## src/rtl/mips_pkg.sv

```systemverilog
// Shared types and helpers for the MIPS core hazard logic.
package mips_pkg;

    // Multiply/divide sequencer states
    typedef enum logic [1:0] {
        MD_IDLE = 2'd0,
        MD_BUSY = 2'd1,
        MD_DONE = 2'd2
    } md_state_t;

    // Execute-stage operand forwarding selects
    localparam logic [1:0] FWD_RF  = 2'b00;
    localparam logic [1:0] FWD_WB  = 2'b01;
    localparam logic [1:0] FWD_MEM = 2'b10;

    // Default multiply/divide busy latencies and counter width
    localparam int MUL_LAT_DEF = 4;
    localparam int DIV_LAT_DEF = 32;
    localparam int CNT_W_DEF   = 6;

    // Register 0 is hardwired to zero, so it never creates a dependency
    function automatic logic reg_match(input logic [4:0] src, input logic [4:0] dst);
        return (src != 5'd0) && (src == dst);
    endfunction

    // Memory stage wins over writeback; otherwise read the register file
    function automatic logic [1:0] fwd_sel(input logic [4:0] src,
                                           input logic [4:0] dst_m, input logic en_m,
                                           input logic [4:0] dst_w, input logic en_w);
        if (en_m && reg_match(src, dst_m))
            return FWD_MEM;
        else if (en_w && reg_match(src, dst_w))
            return FWD_WB;
        else
            return FWD_RF;
    endfunction

endpackage

```

## src/rtl/hazard_ctrl_if.sv

```systemverilog
// Pipeline-side signal bundle between the datapath and the hazard controller.
// There is no handshake here: every signal is a per-cycle level; inputs are
// valid every cycle and outputs are combinational or registered levels that
// the datapath consumes in the same cycle (md_done_o is a one-cycle pulse).
interface hazard_ctrl_if import mips_pkg::*; ();
    logic [4:0]  rs_id5;
    logic [4:0]  rt_id5;
    logic        branch_id;
    logic        md_op_id;
    logic [4:0]  rs_ie5;
    logic [4:0]  rt_ie5;
    logic [4:0]  dst_reg_ie5;
    logic [4:0]  dst_reg_im5;
    logic [4:0]  dst_reg_iwb5;
    logic        enable_wreg_ie;
    logic        enable_wreg_im;
    logic        enable_wreg_iwb;
    logic        mem_to_reg_ie;
    logic        mem_to_reg_im;
    logic        md_start_ie;
    logic        md_is_div_ie;

    logic        stall_f_o;
    logic        stall_d_o;
    logic        flush_e_o;
    logic        forward_rd1_od;
    logic        forward_rd2_od;
    logic [1:0]  forward_a_oe2;
    logic [1:0]  forward_b_oe2;
    logic        md_busy_o;
    logic        md_done_o;
    logic [31:0] stall_cnt_o32;
    md_state_t   md_state_o;      // debug view of the MD sequencer state

    // Datapath side
    modport master (
        output rs_id5, rt_id5, branch_id, md_op_id, rs_ie5, rt_ie5,
               dst_reg_ie5, dst_reg_im5, dst_reg_iwb5,
               enable_wreg_ie, enable_wreg_im, enable_wreg_iwb,
               mem_to_reg_ie, mem_to_reg_im, md_start_ie, md_is_div_ie,
        input  stall_f_o, stall_d_o, flush_e_o, forward_rd1_od, forward_rd2_od,
               forward_a_oe2, forward_b_oe2, md_busy_o, md_done_o,
               stall_cnt_o32, md_state_o
    );

    // Hazard controller side
    modport slave (
        input  rs_id5, rt_id5, branch_id, md_op_id, rs_ie5, rt_ie5,
               dst_reg_ie5, dst_reg_im5, dst_reg_iwb5,
               enable_wreg_ie, enable_wreg_im, enable_wreg_iwb,
               mem_to_reg_ie, mem_to_reg_im, md_start_ie, md_is_div_ie,
        output stall_f_o, stall_d_o, flush_e_o, forward_rd1_od, forward_rd2_od,
               forward_a_oe2, forward_b_oe2, md_busy_o, md_done_o,
               stall_cnt_o32, md_state_o
    );
endinterface

```

## src/rtl/md_sequencer.sv

```systemverilog
// Multi-cycle multiply/divide sequencer: IDLE -> BUSY (LAT cycles) -> DONE (1 cycle).
// CNT_W must be wide enough to hold max(MUL_LAT, DIV_LAT) - 1.
module md_sequencer import mips_pkg::*; #(
    parameter int MUL_LAT = MUL_LAT_DEF,
    parameter int DIV_LAT = DIV_LAT_DEF,
    parameter int CNT_W   = CNT_W_DEF
) (
    input  logic      clk_i,
    input  logic      rst_i,
    input  logic      md_start_i,
    input  logic      md_is_div_i,
    output md_state_t state_o,
    output logic      md_busy_o,
    output logic      md_done_o
);
    // Counter preload so BUSY lasts exactly LAT cycles (counts LAT-1 down to 0)
    localparam logic [CNT_W-1:0] MUL_LOAD = CNT_W'(MUL_LAT - 1);
    localparam logic [CNT_W-1:0] DIV_LOAD = CNT_W'(DIV_LAT - 1);

    md_state_t        state_q;
    logic [CNT_W-1:0] cnt_q;

    // FSM and down-counter; a start request outside IDLE is ignored
    always_ff @(posedge clk_i) begin
        if (rst_i) begin
            state_q <= MD_IDLE;
            cnt_q   <= '0;
        end else begin
            case (state_q)
                MD_IDLE: begin
                    if (md_start_i) begin
                        state_q <= MD_BUSY;
                        cnt_q   <= md_is_div_i ? DIV_LOAD : MUL_LOAD;
                    end
                end
                MD_BUSY: begin
                    if (cnt_q == '0)
                        state_q <= MD_DONE;
                    else
                        cnt_q <= cnt_q - CNT_W'(1);
                end
                MD_DONE: state_q <= MD_IDLE;
                default: state_q <= MD_IDLE;
            endcase
        end
    end

    // Status flags decoded straight from the state register
    always_comb begin
        state_o   = state_q;
        md_busy_o = (state_q == MD_BUSY);
        md_done_o = (state_q == MD_DONE);
    end

endmodule

```

## src/rtl/hazard_ctrl.sv

```systemverilog
// Pipeline hazard controller: forwarding selects, load/branch/MD stalls,
// and a saturating stall-cycle counter for performance measurement.
module hazard_ctrl import mips_pkg::*; #(
    parameter int MUL_LAT = MUL_LAT_DEF,
    parameter int DIV_LAT = DIV_LAT_DEF,
    parameter int CNT_W   = CNT_W_DEF
) (
    input  logic          clk_i,
    input  logic          rst_i,
    hazard_ctrl_if.slave  hz
);
    md_state_t   md_state;
    logic        md_busy;
    logic        md_done;
    logic        lw_stall;
    logic        br_stall;
    logic        md_stall;
    logic        stall;
    logic [31:0] stall_cnt_q;

    md_sequencer #(
        .MUL_LAT (MUL_LAT),
        .DIV_LAT (DIV_LAT),
        .CNT_W   (CNT_W)
    ) u_md_seq (
        .clk_i       (clk_i),
        .rst_i       (rst_i),
        .md_start_i  (hz.md_start_ie),
        .md_is_div_i (hz.md_is_div_ie),
        .state_o     (md_state),
        .md_busy_o   (md_busy),
        .md_done_o   (md_done)
    );

    // Forwarding selects: purely combinational, deliberately not gated by reset
    always_comb begin
        hz.forward_rd1_od = hz.enable_wreg_im & reg_match(hz.rs_id5, hz.dst_reg_im5);
        hz.forward_rd2_od = hz.enable_wreg_im & reg_match(hz.rt_id5, hz.dst_reg_im5);
        hz.forward_a_oe2  = fwd_sel(hz.rs_ie5, hz.dst_reg_im5, hz.enable_wreg_im,
                                    hz.dst_reg_iwb5, hz.enable_wreg_iwb);
        hz.forward_b_oe2  = fwd_sel(hz.rt_ie5, hz.dst_reg_im5, hz.enable_wreg_im,
                                    hz.dst_reg_iwb5, hz.enable_wreg_iwb);
    end

    // Stall sources merge into one stall, suppressed while in reset
    always_comb begin
        lw_stall = hz.mem_to_reg_ie &
                   (reg_match(hz.rs_id5, hz.dst_reg_ie5) | reg_match(hz.rt_id5, hz.dst_reg_ie5));
        br_stall = hz.branch_id &
                   ((hz.enable_wreg_ie &
                     (reg_match(hz.rs_id5, hz.dst_reg_ie5) | reg_match(hz.rt_id5, hz.dst_reg_ie5))) |
                    (hz.mem_to_reg_im &
                     (reg_match(hz.rs_id5, hz.dst_reg_im5) | reg_match(hz.rt_id5, hz.dst_reg_im5))));
        // HI/LO access waits until the sequencer is back in IDLE (DONE included)
        md_stall = hz.md_op_id & ((md_state != MD_IDLE) | hz.md_start_ie);
        stall    = ~rst_i & (lw_stall | br_stall | md_stall);
    end

    // Saturating count of stalled decode cycles
    always_ff @(posedge clk_i) begin
        if (rst_i)
            stall_cnt_q <= '0;
        else if (stall && (stall_cnt_q != 32'hFFFF_FFFF))
            stall_cnt_q <= stall_cnt_q + 32'd1;
    end

    // Drive the remaining interface outputs
    always_comb begin
        hz.stall_f_o     = stall;
        hz.stall_d_o     = stall;
        hz.flush_e_o     = stall;
        hz.md_busy_o     = md_busy;
        hz.md_done_o     = md_done;
        hz.md_state_o    = md_state;
        hz.stall_cnt_o32 = stall_cnt_q;
    end

endmodule

```

## src/flat_wrapper.sv

```systemverilog
// flat-port wrapper written by rule: the top's interface ports become plain ports
module hazard_ctrl_flat import mips_pkg::*;
#(
    parameter int MUL_LAT = MUL_LAT_DEF,
    parameter int DIV_LAT = DIV_LAT_DEF,
    parameter int CNT_W   = CNT_W_DEF
)
  (clk_i, rst_i, hz_rs_id5, hz_rt_id5, hz_branch_id, hz_md_op_id, hz_rs_ie5, hz_rt_ie5, hz_dst_reg_ie5, hz_dst_reg_im5, hz_dst_reg_iwb5, hz_enable_wreg_ie, hz_enable_wreg_im, hz_enable_wreg_iwb, hz_mem_to_reg_ie, hz_mem_to_reg_im, hz_md_start_ie, hz_md_is_div_ie, hz_stall_f_o, hz_stall_d_o, hz_flush_e_o, hz_forward_rd1_od, hz_forward_rd2_od, hz_forward_a_oe2, hz_forward_b_oe2, hz_md_busy_o, hz_md_done_o, hz_stall_cnt_o32, hz_md_state_o);
  hazard_ctrl_if hz_i ();
  input  logic clk_i;
  input  logic rst_i;
  input wire logic [$bits(hz_i.rs_id5)-1:0] hz_rs_id5;
  input wire logic [$bits(hz_i.rt_id5)-1:0] hz_rt_id5;
  input wire logic [$bits(hz_i.branch_id)-1:0] hz_branch_id;
  input wire logic [$bits(hz_i.md_op_id)-1:0] hz_md_op_id;
  input wire logic [$bits(hz_i.rs_ie5)-1:0] hz_rs_ie5;
  input wire logic [$bits(hz_i.rt_ie5)-1:0] hz_rt_ie5;
  input wire logic [$bits(hz_i.dst_reg_ie5)-1:0] hz_dst_reg_ie5;
  input wire logic [$bits(hz_i.dst_reg_im5)-1:0] hz_dst_reg_im5;
  input wire logic [$bits(hz_i.dst_reg_iwb5)-1:0] hz_dst_reg_iwb5;
  input wire logic [$bits(hz_i.enable_wreg_ie)-1:0] hz_enable_wreg_ie;
  input wire logic [$bits(hz_i.enable_wreg_im)-1:0] hz_enable_wreg_im;
  input wire logic [$bits(hz_i.enable_wreg_iwb)-1:0] hz_enable_wreg_iwb;
  input wire logic [$bits(hz_i.mem_to_reg_ie)-1:0] hz_mem_to_reg_ie;
  input wire logic [$bits(hz_i.mem_to_reg_im)-1:0] hz_mem_to_reg_im;
  input wire logic [$bits(hz_i.md_start_ie)-1:0] hz_md_start_ie;
  input wire logic [$bits(hz_i.md_is_div_ie)-1:0] hz_md_is_div_ie;
  output wire logic [$bits(hz_i.stall_f_o)-1:0] hz_stall_f_o;
  output wire logic [$bits(hz_i.stall_d_o)-1:0] hz_stall_d_o;
  output wire logic [$bits(hz_i.flush_e_o)-1:0] hz_flush_e_o;
  output wire logic [$bits(hz_i.forward_rd1_od)-1:0] hz_forward_rd1_od;
  output wire logic [$bits(hz_i.forward_rd2_od)-1:0] hz_forward_rd2_od;
  output wire logic [$bits(hz_i.forward_a_oe2)-1:0] hz_forward_a_oe2;
  output wire logic [$bits(hz_i.forward_b_oe2)-1:0] hz_forward_b_oe2;
  output wire logic [$bits(hz_i.md_busy_o)-1:0] hz_md_busy_o;
  output wire logic [$bits(hz_i.md_done_o)-1:0] hz_md_done_o;
  output wire logic [$bits(hz_i.stall_cnt_o32)-1:0] hz_stall_cnt_o32;
  output wire logic [$bits(hz_i.md_state_o)-1:0] hz_md_state_o;
  assign hz_i.rs_id5 = hz_rs_id5;
  assign hz_i.rt_id5 = hz_rt_id5;
  assign hz_i.branch_id = hz_branch_id;
  assign hz_i.md_op_id = hz_md_op_id;
  assign hz_i.rs_ie5 = hz_rs_ie5;
  assign hz_i.rt_ie5 = hz_rt_ie5;
  assign hz_i.dst_reg_ie5 = hz_dst_reg_ie5;
  assign hz_i.dst_reg_im5 = hz_dst_reg_im5;
  assign hz_i.dst_reg_iwb5 = hz_dst_reg_iwb5;
  assign hz_i.enable_wreg_ie = hz_enable_wreg_ie;
  assign hz_i.enable_wreg_im = hz_enable_wreg_im;
  assign hz_i.enable_wreg_iwb = hz_enable_wreg_iwb;
  assign hz_i.mem_to_reg_ie = hz_mem_to_reg_ie;
  assign hz_i.mem_to_reg_im = hz_mem_to_reg_im;
  assign hz_i.md_start_ie = hz_md_start_ie;
  assign hz_i.md_is_div_ie = hz_md_is_div_ie;
  assign hz_stall_f_o = hz_i.stall_f_o;
  assign hz_stall_d_o = hz_i.stall_d_o;
  assign hz_flush_e_o = hz_i.flush_e_o;
  assign hz_forward_rd1_od = hz_i.forward_rd1_od;
  assign hz_forward_rd2_od = hz_i.forward_rd2_od;
  assign hz_forward_a_oe2 = hz_i.forward_a_oe2;
  assign hz_forward_b_oe2 = hz_i.forward_b_oe2;
  assign hz_md_busy_o = hz_i.md_busy_o;
  assign hz_md_done_o = hz_i.md_done_o;
  assign hz_stall_cnt_o32 = hz_i.stall_cnt_o32;
  assign hz_md_state_o = hz_i.md_state_o;
  hazard_ctrl #(.MUL_LAT(MUL_LAT), .DIV_LAT(DIV_LAT), .CNT_W(CNT_W)) u_core (.clk_i(clk_i), .rst_i(rst_i), .hz(hz_i));
endmodule
```

## config.mk

```make
export PLATFORM = sky130hd
export DESIGN_NAME = hazard_ctrl_flat
export DESIGN_NICKNAME = d
export VERILOG_FILES = /design/src/rtl/mips_pkg.sv /design/src/rtl/hazard_ctrl_if.sv /design/src/rtl/md_sequencer.sv /design/src/rtl/hazard_ctrl.sv /design/src/flat_wrapper.sv
export SDC_FILE = /design/constraint.sdc
export NUM_CORES = 1
export LEC_CHECK = 0
export BUFFER_PORTS_ARGS = -buffer_cell sky130_fd_sc_hd__buf_2
export CELL_PAD_IN_SITES_DETAIL_PLACEMENT = 2
export CELL_PAD_IN_SITES_GLOBAL_PLACEMENT = 2
export CORE_MARGIN = 1
export CORE_UTILIZATION = 31
export DETAILED_ROUTE_END_ITERATION = 7
export HOLD_SLACK_MARGIN = 0.03
export PLACE_DENSITY_LB_ADDON = 0.25
export SYNTH_ARGS = -nofsm -noshare
export SYNTH_HDL_FRONTEND = slang
export SYNTH_SLANG_ARGS = --single-unit
```

## constraint.sdc

```tcl
create_clock -name clk_i -period 6 [get_ports clk_i]
set_input_delay 0.6 -clock clk_i [delete_from_list [all_inputs] [get_ports clk_i]]
set_output_delay 0.6 -clock clk_i [all_outputs]
set_load 0.02 [all_outputs]
```

==> run_results.csv <==
group,metric,value,unit
outcome,status,"complete, no violations",
drt,drt-initial-drc-count,71,
setup_path,cp_common_cell,"buf_2",
setup_path,cpMaxStageDelayCell,"and2_2",
setup_path,crit_family,"simple AND/OR/NAND/NOR gates",
yosys,synth_seq_cells,40,
power_and_ir_drop,clockPowerShare,0.339,
die,initial_core_util,0.323,
setup_path,startpoint_type,"input pin",
timing,rsz0062_at_grt,"false",
power_and_ir_drop,combPwrFrac,0.239,
setup_path,r2r_slack,2.95,ns
cts,clock-sinks,40,
drt,vias,2950,
yosys,yosysSeqAreaShare,0.283,
setup_path,worstPathCellList,"buf_2 > or4_1 > o211ai_1 > nor4_2 > a311oi_1 > and2_2 > nor2_1 > buf_2",
min_path,whs_path_depth,2,
drt,dr.pass1.iters,4,
yosys,synth_adder_area_share,0.0133,
setup_path,crit_type,"in -> out",
min_path,hp-class,"reg -> reg",
yosys,synthSimpleGateAreaFrac,0.340,
setup_path,r2r_cells,7,
die,row_count,34,
setup_path,path_buf_inv,2,
power_and_ir_drop,swShare,0.325,
power_and_ir_drop,max-vdd-ir-drop,0.112,mV
timing,fin_crit,3.70,ns
die,die_area,9520,µm²
drt,drc,0,
cts,cts.hold.buffers_added,0,
yosys,synth.area.mux_share,0.0424,
cells_and_area,fillCellCount,1043,
grt,grt_first_pass_wirelength,15.0,mm
power_and_ir_drop,p_leak,1.30,nW
timing,final-setup-viol-count,0,
power_and_ir_drop,intPower,468,µW
drt,drtAntennaViolNets,0,
yosys,avgSynthCellArea,8.26,µm²
cts,root_buffer,"clkbuf_8",
grt,grt_pass1_vias,3098,
cells_and_area,final_nets,472,
yosys,synth_cell_types,45,
yosys,synth_top_family_by_area,"simple AND/OR/NAND/NOR gates",
placement,dp_hpwl,6.92,mm
setup_path,crit_path_start,"hz_rs_id5[0]",
cts,clockBufferDepth,2,
timing,tightest_slew,0.987,ns
timing,worst_hold_slack,0.501,ns
cts,path_clk_slew,0.09,ns
setup_path,crit_arrival,3.10,ns
setup_path,crit_path_max_incr_delay,0.85,ns
timing,fmax,270,MHz
setup_path,r2r_start,"u_core.hz.stall_cnt_o32[14]",
die,core_area,8760,µm²
setup_path,end_kind,"output pin",
cells_and_area,diodes,0,
setup_path,r2r_end,"u_core.hz.stall_cnt_o32[31]",
die,io_pins,91,
placement,gp_congestion,0.798,
timing,relSlewSlack,0.336,
timing,skew,0.0176,ns
timing,hold_violations,0,
die,die_w,97.6,µm
yosys,synth_compound_area_frac,0.138,
cts,cts_buffers,5,
setup_path,crit_path_max_fanout,55,
min_path,hp-start,"u_core.hz.stall_cnt_o32[27]",
power_and_ir_drop,power.density,203,nW/µm²
grt,grt_max_degree,56,
die,die_y,97.6,µm
timing,maxSlewViolCount,0,
yosys,synthCells,343,
min_path,whs_endpoint,"u_core.hz.stall_cnt_o32[27]",
job,max_cap_viol_count,0,
cells_and_area,drive_gt1_frac,0.283,
grt,grt_usage,0.191,
cts,cts_setup_buffers,0,
yosys,syn_nets,392,
cts,htreeDepth,2,
drt,vias_per_cell,5.55,
yosys,synthXorXnorAreaFrac,0.130,
cts,cts_resized,0,
yosys,synth.cell_area,2830,µm²
placement,placed_cell_area,3300,µm²
timing,tns,0,ns
cts,clk_latency,0.31,ns
placement,port_buffers,90,
cts,tritoncts,"built",
cells_and_area,stdcell_area,3420,µm²
yosys,ys_warn_count,0,
grt,antenna_found_initial,0,
grt,grt.overflow.total,0,
timing,post-route-period-util,0.617,
drt,detail_route.wl_per_cell,16.9,µm
power_and_ir_drop,p_seq_frac,0.423,
drt,drt-total-wl,8.98,mm
setup_path,required,5.40,ns
cells_and_area,synthToLayoutAreaGrowth,20.7,%
power_and_ir_drop,p_sw,226,µW
-- registers in the layout, indices dropped and copies added, names as in the netlist --
name and cells:
u_core.hz.stall_cnt_o32 32, u_core.u_md_seq.cnt_q 6, u_core.u_md_seq.state_o 2
-- tightest hold or removal path: stages (launching register included) --
cell	delay, ns
dfxtp_1	0.34
o31ai_1	0.07
a21oi_1	0.05
-- cell type report --
type | instances | area, µm² | share of cell area
clock buffers | 5 | 68.8 | 0.0201
clock inverters | 3 | 46.3 | 0.0135
inverters | 3 | 11.3 | 0.00330
multi-input cells | 280 | 1880 | 0.551
flip-flops and latches | 40 | 801 | 0.234
well taps | 108 | 135 | 0.0395
repair buffers | 93 | 473 | 0.138
-- synth_stat cells --
master / count / area, µm²
mux2_4: 8 / 120
nor3b_1: 1 / 7.51
buf_6: 5 / 56.3
a211oi_1: 3 / 22.5
a32o_1: 1 / 10.0
a311oi_1: 1 / 8.76
nor4b_2: 1 / 15.0
nor2b_1: 10 / 62.6
o21ai_1: 5 / 25.0
dfxtp_1: 40 / 801
nor3_1: 5 / 25.0
o21a_1: 1 / 7.51
o31a_1: 1 / 8.76
or2_2: 1 / 6.26
o211ai_1: 2 / 15.0
nor2_1: 28 / 105
nor4b_1: 1 / 8.76
xor2_1: 13 / 114
buf_12: 1 / 20.0
o21ai_0: 2 / 10.0
nor4_1: 12 / 75.1
o31ai_1: 17 / 128
or4_1: 22 / 165
a21o_1: 2 / 15.0
and2_1: 7 / 43.8
nand2_1: 23 / 86.3
nor3b_2: 1 / 12.5
a211o_1: 1 / 8.76
a31oi_1: 1 / 6.26
nor3_2: 3 / 30.0
inv_1: 3 / 11.3
nand3_1: 15 / 75.1
or3_1: 8 / 50.1
nor4_2: 3 / 37.5
a21oi_1: 25 / 125
and4_1: 2 / 17.5
and3_1: 4 / 25.0
buf_1: 1 / 3.75
xnor2_1: 29 / 254
buf_2: 4 / 20.0
ha_1: 3 / 37.5
nand3b_1: 1 / 7.51
clkbuf_1: 7 / 26.3
nand4_1: 17 / 106
buf_4: 2 / 15.0
-- power groups by stage --
stage          clock [mW]  combinational, mW  sequential, mW
6_report            0.235              0.166           0.294
5_1_grt             0.254              0.186           0.297
4_1_cts             0.246              0.168           0.294
2_1_floorplan           0              0.119           0.299
3_3_place_gp            0              0.159           0.299
3_5_place_dp            0              0.168           0.300
-- worst max-delay path by stage --
stage | to | cells after the start | slack, ns
final | hz_flush_e_o | 8 | 2.30
after global routing | hz_flush_e_o | 8 | 2.03
after CTS | hz_flush_e_o | 8 | 2.26
after detailed placement | hz_flush_e_o | 8 | 2.26
after global placement | hz_stall_f_o | 8 | 2.35
after floorplan | hz_stall_d_o | 9 | 2.91
-- placed cells by master, fill, tap and decap left out, types with 4 or more instances in the layout --
master    synthesis  routed
nand2_1          23      23
o31ai_1          17      17
nor4_1           12      12
and3_1            4       4
xor2_1           13      13
or4_1            22      22
buf_2             4      90
nor2b_1          10      10
dfxtp_1          40      40
and2_1            7       6
mux2_4            8       8
nand3_1          15      15
nand4_1          17      17
xnor2_1          29      29
or3_1             8       8
o21ai_1           5       5
nor2_1           28      27
a21oi_1          25      25
clkbuf_8          0       5
nor3_1            5       5
-- cells by family (layout without fill, tap and decap cells) --
| kind of cell | count (synthesis) | after routing |
|---|---|---|
| xor gates and xnor gates | 42 | 42 |
| and+or+nand+nor | 165 | 165 |
| AOI/OAI and AO/OA | 62 | 62 |
| muxes | 8 | 8 |
| adders and majority gates | 3 | 3 |
| buffers and inverters | 23 | 104 |
| DFF | 40 | 40 |
-- through the flow --
step / utilization / setup WS [ns] / std cells / power [mW]
floorplan: - / 2.91 / 343 / 0.418
global placement: 0.377 / 2.35 / 524 / 0.458
detailed placement: 0.377 / 2.26 / 524 / 0.467
CTS: 0.390 / 2.26 / 532 / 0.708
global route: 0.390 / 2.03 / 532 / 0.737
finish: 0.390 / 2.30 / 532 / 0.694
-- layer usage --
layer	up-vias	global-route usage	part of all wire
met1	1437	0.225	0.44
met3	9	0.0403	0.049
li1	1433	-	-
met2	71	0.349	0.50
met4	0	0.0464	0.010
met5	-	0	0
Note: power is estimated with default switching activity, not from simulation.
